`src/rtl/display_scan_ctrl_pkg.sv`:
```
// Shared types and constants for the multiplexed 4-digit display scanner.
package disp_pkg;

    typedef enum logic {
        DRIVE = 1'b0,
        GUARD = 1'b1
    } state_t;

    localparam logic [6:0] SEG_OFF   = 7'b1111111;
    localparam logic [3:0] ANODE_OFF = 4'b1111;

    // Active-low glyphs, segment a in bit 6 down to g in bit 0; element 0 is rightmost.
    localparam logic [15:0][6:0] SEG_TABLE = {
        7'b1111111,  // F (blank)
        7'b1111111,  // E (blank)
        7'b1000010,  // d
        7'b0110001,  // C
        7'b1100000,  // b
        7'b0001000,  // A
        7'b0000100,  // 9
        7'b0000000,  // 8
        7'b0001111,  // 7
        7'b0100000,  // 6
        7'b0100100,  // 5
        7'b1001100,  // 4
        7'b0000110,  // 3
        7'b0010010,  // 2
        7'b1001111,  // 1
        7'b0000001   // 0
    };

    // A digit is a leading zero when it and every more-significant nibble are 0; digit 0 always shows.
    function automatic logic lz_blank(input logic [15:0] disp, input logic [1:0] idx);
        logic blank;
        case (idx)
            2'd3:    blank = (disp[15:12] == 4'h0);
            2'd2:    blank = (disp[15:8] == 8'h00);
            2'd1:    blank = (disp[15:4] == 12'h000);
            default: blank = 1'b0;
        endcase
        return blank;
    endfunction

endpackage

```
`src/rtl/display_bin_hex.sv`:
```
// Combinational nibble to active-low seven-segment decoder.
module display_bin_hex
    import disp_pkg::*;
(
    input  logic [3:0] nibble_i,
    output logic [6:0] seg_o
);

    // Table lookup of the glyph for the selected nibble.
    always_comb begin
        seg_o = SEG_TABLE[nibble_i];
    end

endmodule

```
`src/rtl/display_scan_ctrl.sv`:
```
// Four-digit multiplexed display scanner with frame-synchronous data update
// and optional leading-zero blanking.
module display_scan_ctrl
    import disp_pkg::*;
#(
    parameter int unsigned DIGIT_TICKS = 27000,
    parameter int unsigned GUARD_TICKS = 270
) (
    input  logic        clk,
    input  logic        rst,
    input  logic        load_i,
    input  logic [15:0] data_i,
    input  logic        blank_lz_i,
    output logic [6:0]  seven,
    output logic [3:0]  anodo,
    output logic        pending_o,
    output logic        frame_o
);

    localparam int unsigned MAX_TICKS = (DIGIT_TICKS > GUARD_TICKS) ? DIGIT_TICKS : GUARD_TICKS;
    localparam int unsigned CNT_W     = (MAX_TICKS > 1) ? $clog2(MAX_TICKS) : 1;
    localparam logic [CNT_W-1:0] DRIVE_LAST = CNT_W'(DIGIT_TICKS - 1);
    localparam logic [CNT_W-1:0] GUARD_LAST = CNT_W'(GUARD_TICKS - 1);

    state_t           state_q, state_d;
    logic [1:0]       idx_q, idx_d;
    logic [CNT_W-1:0] tick_q, tick_d;
    logic [15:0]      disp_q, disp_d;
    logic [15:0]      stage_q, stage_d;
    logic             pend_q, pend_d;
    logic [6:0]       seven_q, seven_d;
    logic [3:0]       anodo_q, anodo_d;
    logic             frame_q, frame_d;
    logic             boundary;
    logic [3:0]       nib;
    logic [6:0]       seg;

    // Phase sequencer: DRIVE/GUARD tick counting and digit advance; flags the frame boundary.
    always_comb begin
        state_d  = state_q;
        idx_d    = idx_q;
        tick_d   = tick_q + CNT_W'(1);
        boundary = 1'b0;
        case (state_q)
            DRIVE: begin
                if (tick_q == DRIVE_LAST) begin
                    state_d = GUARD;
                    tick_d  = '0;
                end
            end
            GUARD: begin
                if (tick_q == GUARD_LAST) begin
                    state_d  = DRIVE;
                    tick_d   = '0;
                    idx_d    = idx_q + 2'd1;
                    boundary = (idx_q == 2'd3);
                end
            end
        endcase
    end

    // Staging and display update; a load on the boundary cycle re-arms pending after the swap.
    always_comb begin
        disp_d  = disp_q;
        stage_d = stage_q;
        pend_d  = pend_q;
        if (boundary) begin
            if (pend_q) begin
                disp_d = stage_q;
            end
            pend_d = 1'b0;
        end
        if (load_i) begin
            stage_d = data_i;
            pend_d  = 1'b1;
        end
    end

    // Nibble mux feeding the single shared decoder.
    always_comb begin
        case (idx_q)
            2'd0:    nib = disp_q[3:0];
            2'd1:    nib = disp_q[7:4];
            2'd2:    nib = disp_q[11:8];
            default: nib = disp_q[15:12];
        endcase
    end

    display_bin_hex u_hex (
        .nibble_i (nib),
        .seg_o    (seg)
    );

    // Next output values derived from the current phase, digit and blanking request.
    always_comb begin
        seven_d = SEG_OFF;
        anodo_d = ANODE_OFF;
        frame_d = boundary;
        if ((state_q == DRIVE) && !(blank_lz_i && lz_blank(disp_q, idx_q))) begin
            seven_d = seg;
            anodo_d = ~(4'b0001 << idx_q);
        end
    end

    // State and output registers; reset parks in the last GUARD so a boundary follows shortly.
    always_ff @(posedge clk or posedge rst) begin
        if (rst) begin
            state_q <= GUARD;
            idx_q   <= 2'd3;
            tick_q  <= '0;
            disp_q  <= '0;
            stage_q <= '0;
            pend_q  <= 1'b0;
            seven_q <= SEG_OFF;
            anodo_q <= ANODE_OFF;
            frame_q <= 1'b0;
        end else begin
            state_q <= state_d;
            idx_q   <= idx_d;
            tick_q  <= tick_d;
            disp_q  <= disp_d;
            stage_q <= stage_d;
            pend_q  <= pend_d;
            seven_q <= seven_d;
            anodo_q <= anodo_d;
            frame_q <= frame_d;
        end
    end

    assign seven     = seven_q;
    assign anodo     = anodo_q;
    assign pending_o = pend_q;
    assign frame_o   = frame_q;

endmodule

```
`config.mk`:
```
export PLATFORM = sky130hd
export DESIGN_NAME = display_scan_ctrl
export DESIGN_NICKNAME = d
export VERILOG_FILES = /design/src/rtl/display_scan_ctrl_pkg.sv /design/src/rtl/display_bin_hex.sv /design/src/rtl/display_scan_ctrl.sv
export SDC_FILE = /design/constraint.sdc
export NUM_CORES = 1
export LEC_CHECK = 0
export CORE_UTILIZATION = 40
export CTS_BUF_LIST = sky130_fd_sc_hd__clkbuf_4
export DETAILED_ROUTE_END_ITERATION = 6
export PLACE_DENSITY = 0.69
export SYNTH_ARGS = -nofsm -noshare
export SYNTH_HDL_FRONTEND = slang
export SYNTH_SLANG_ARGS = --single-unit
export TNS_END_PERCENT = 1
```
`constraint.sdc`:
```
create_clock -name clk -period 3.48 [get_ports clk]
set_clock_uncertainty 0.1 [all_clocks]
set_input_delay 0.696 -clock clk [delete_from_list [all_inputs] [get_ports clk]]
set_output_delay 0.696 -clock clk [all_outputs]
set_load 0.01 [all_outputs]
```
==> summary.md <==
| Metric | Value |
|---|---|
| DR vias | `1990` |
| Final worst-path cycle share | `roughly 80%` |
| Adder-cell share of the synthesized area | `5.73%` |
| Worst EP arrival | `roughly 3000 ps` |
| Initial Utilization | `between 40% and 50%` |
| Hold depth | `1` |
| Final worst-path setup slack | `approximately 760 ps` |
| DRC errors left | `0` |
| Number of synthesized flops with an enable pin | `0` |
| WHS Endpoint | `tick_q[12]` |
| Unrepaired setup endpoints after global routing | `no` |
| Largest family of logic cells by synthesized area | `multiplexers` |
| P_leak | `1.57 nW` |
| Gr busiest metal | `met1` |
| Drt via density | `between 5 and 6` |
| # IOs | `33` |
| Final Util | `between 50% and 60%` |
| Nets | `about 320` |
| WHS | `approximately 400 ps` |
| Core ar. | `roughly 0.0073 sq mm` |
| Min-Delay Path Class | `flip-flop to flip-flop` |
| M1 GR Usage | `23.0%` |
| Outcome | `completed` |
| Met2 usage | `between 20 and 25%` |
| Syn Inst Count | `approximately 240` |
| Critical-path maximum fanout | `16` |
| Port Buffers | `32` |
| Vias in the first global route | `about 1.9k` |
| Synth cell types | `42` |
| Area contributors post-synth | `dfrtp_1 (40%), dfstp_2 (12%), mux2_2 (9.6%)` |
| Most frequent cells in the layout | `dfrtp_1 (49), clkdlybuf4s50_1 (32), mux2_2 (26)` |
| Mux contribution to synthesized area | `between 15 and 20%` |
| CP Capture Type | `flip-flop` |
| Post-Synth XOR/XNOR Area | `roughly 4.3%` |
| Syn. warnings | `0` |
| HP Start | `tick_q[12]` |
| Final setup violation count | `0` |
| Max Buffers Root-to-Sink | `2` |
| Num rows | `31` |
| Clk slew on worst S/H paths | `about 110 ps` |
| DRT iter0 DRCs | `about 120` |
| Die Width | `approximately 90 microns` |
| Worst R2R Start | `tick_q[9]` |
| Total CTS buffers | `9` |
| Deepest level of the CTS H-tree | `3` |
| Clk sinks | `63` |
| # resized after CTS | `0` |
| TritonCTS clock tree | `yes` |
| Layout area overhead | `20.1%` |
| Worst R2R End | `disp_q[7]` |
| Largest net degree at the start of global routing | `between 60 and 70` |
| Top-area cell type share of the netlist area | `approximately 40%` |
| Remaining antenna violation count | `0` |
| Slew Limit Fails | `0` |
| Synth Area in Compound Gates | `5.69%` |
| Synth Register Bits | `63` |
| Setup bufs post-CTS | `0` |
| Skew-Pair Late Insertion Delay | `between 400 and 500 ps` |
| Hpwl dp | `between 3 and 4 mm` |
| Slew HR | `48.2%` |
| Syn_nets | `276` |
| Syn_area_per_cell | `~13 sq um` |
| First-pass GRT wire length | `~9.4 mm` |
| Setup TNS Final | `0 ps` |
| Inserted Diodes | `0` |
| Worst IR Drop VDD | `approximately 0.25 mV` |
| Post-synthesis sequential area ratio | `between 50% and 60%` |
| Final min period | `~2700 ps` |
| Ys flop type | `dfrtp_1` |
| Power density cells | `about 380 mW/mm^2` |
| # hold bufs at CTS | `0` |
| Worst slew pin tran | `769 ps` |
| Setup CP Type | `flip-flop to flip-flop` |
| GRT Overall Usage | `~16%` |
| Total Wirelength | `between 5 and 6 mm` |
| Ys async rst share | `100%` |
| Gp weighted congestion | `~0.82` |
| Die height | `89.4 microns` |
| Mapped Area | `around 0.0031 sq mm` |
| Post-Synth Simple-Gate Area | `about an eighth` |
| WL/cell | `between 10 and 15 microns` |
| Maxcap violations | `0` |
| Place WS | `approximately 500 ps` |
| Worst EP required | `3680 ps` |
| Congestion Overflow GR | `0` |
| First-pass detailed-route iteration total | `4` |
| Most common cell after layout, fill and taps aside | `dfrtp_1` |
| Worst Setup Start Kind | `flip-flop` |
| Die area | `between 0.007 and 0.008 sq mm` |
| Yosys top cell by area | `dfrtp_1` |
| Root Driver | `clkbuf_4` |
| Layout cells sized above 1 | `between 20% and 30%` |
| Reg2reg path depth | `5` |
| Design Power | `around 1.4 mW` |
| R2r setup slk | `around 760 ps` |
| Met3 usage | `under 10%` |
| Count of final hold-check violations | `0` |
| Initial antenna violation count | `0` |
| Fmax | `~370 MHz` |
| Fillers | `634` |
report_power, final:
group	switching, mW	total [mW]	leakage (nW)	internal, mW
clock	0.281	0.573	0.0821	0.292
combinational	0.0231	0.0595	0.710	0.0364
sequential	0.00945	0.761	0.774	0.751
sequential cells by signal (all words and copies together), names as in the netlist:
| register | count |
|---|---|
| seven | 7 |
| disp_q | 16 |
| tick_q | 15 |
| frame_o | 1 |
| stage_q | 16 |
| state_q | 1 |
| pending_o | 1 |
| idx_q | 2 |
| anodo | 4 |
final cells by class:
type                    instances  area, sq um  area share [%]
well taps                      99          124            3.37
clock buffers                   9         67.6            1.84
clock inverters                 7         97.6            2.66
repair buffers                 39          373            10.2
inverters                      14         52.6            1.43
flip-flops and latches         63         1590            43.4
multi-input cells             156         1360            37.1
cells in the mapped netlist, types with 2 or more instances:
library cell	n
inv_1	14
a21oi_1	2
nor4_1	3
mux2_2	26
o21ai_0	2
dfrtp_1	49
or3_1	2
or4b_1	2
mux2i_1	6
a222oi_1	3
and4_1	5
nor2_1	2
clkbuf_1	6
nor2b_1	2
nor3_1	12
nand4_1	5
a22oi_1	2
dfstp_2	14
xor2_1	6
nand2_1	10
a211oi_1	6
xnor2_1	9
ha_1	14
nand3_1	10
mux2_4	10
o211ai_1	3
or4_1	2
cell families (layout without fill, tap and decap cells):
kind of cell,count (synthesis),count (layout)
DFF,63,63
and+or+nand+nor,62,62
muxes,42,42
AOI/OAI and AO/OA,23,23
buffers and inverters,23,69
xor gates and xnor gates,15,15
adders and majority gates,14,14
how the worst max path moves through the flow:
stage	start	end	slack, ps	cells past startpoint
detailed placement	blank_lz_i	seven[5]	510	6
global placement	blank_lz_i	seven[5]	570	6
floorplan	tick_q[9]	disp_q[0]	840	5
global route	idx_q[0]	seven[5]	590	7
CTS	idx_q[0]	seven[5]	770	7
finish	tick_q[9]	disp_q[7]	760	5
through the flow:
stage	cells	instance area [sq um]
after detailed placement	371	3510
after global placement	371	3510
after floorplan	242	3060
after CTS	387	3670
final	387	3670
after global routing	387	3670
per-layer routing:
layer | up-vias | part of all wire [%]
li1 | 959 | -
met5 | - | 0
met3 | 8 | 4.5
met2 | 42 | 45
met4 | 0 | 1.3
met1 | 981 | 49
worst max-delay path: stages (launching register included):
cell     delay, ps
dfrtp_1        450
or4b_1         570
or4_4          570
nor4_4         220
buf_4          320
mux2_2         370
Power figures use the tool's default switching activity.
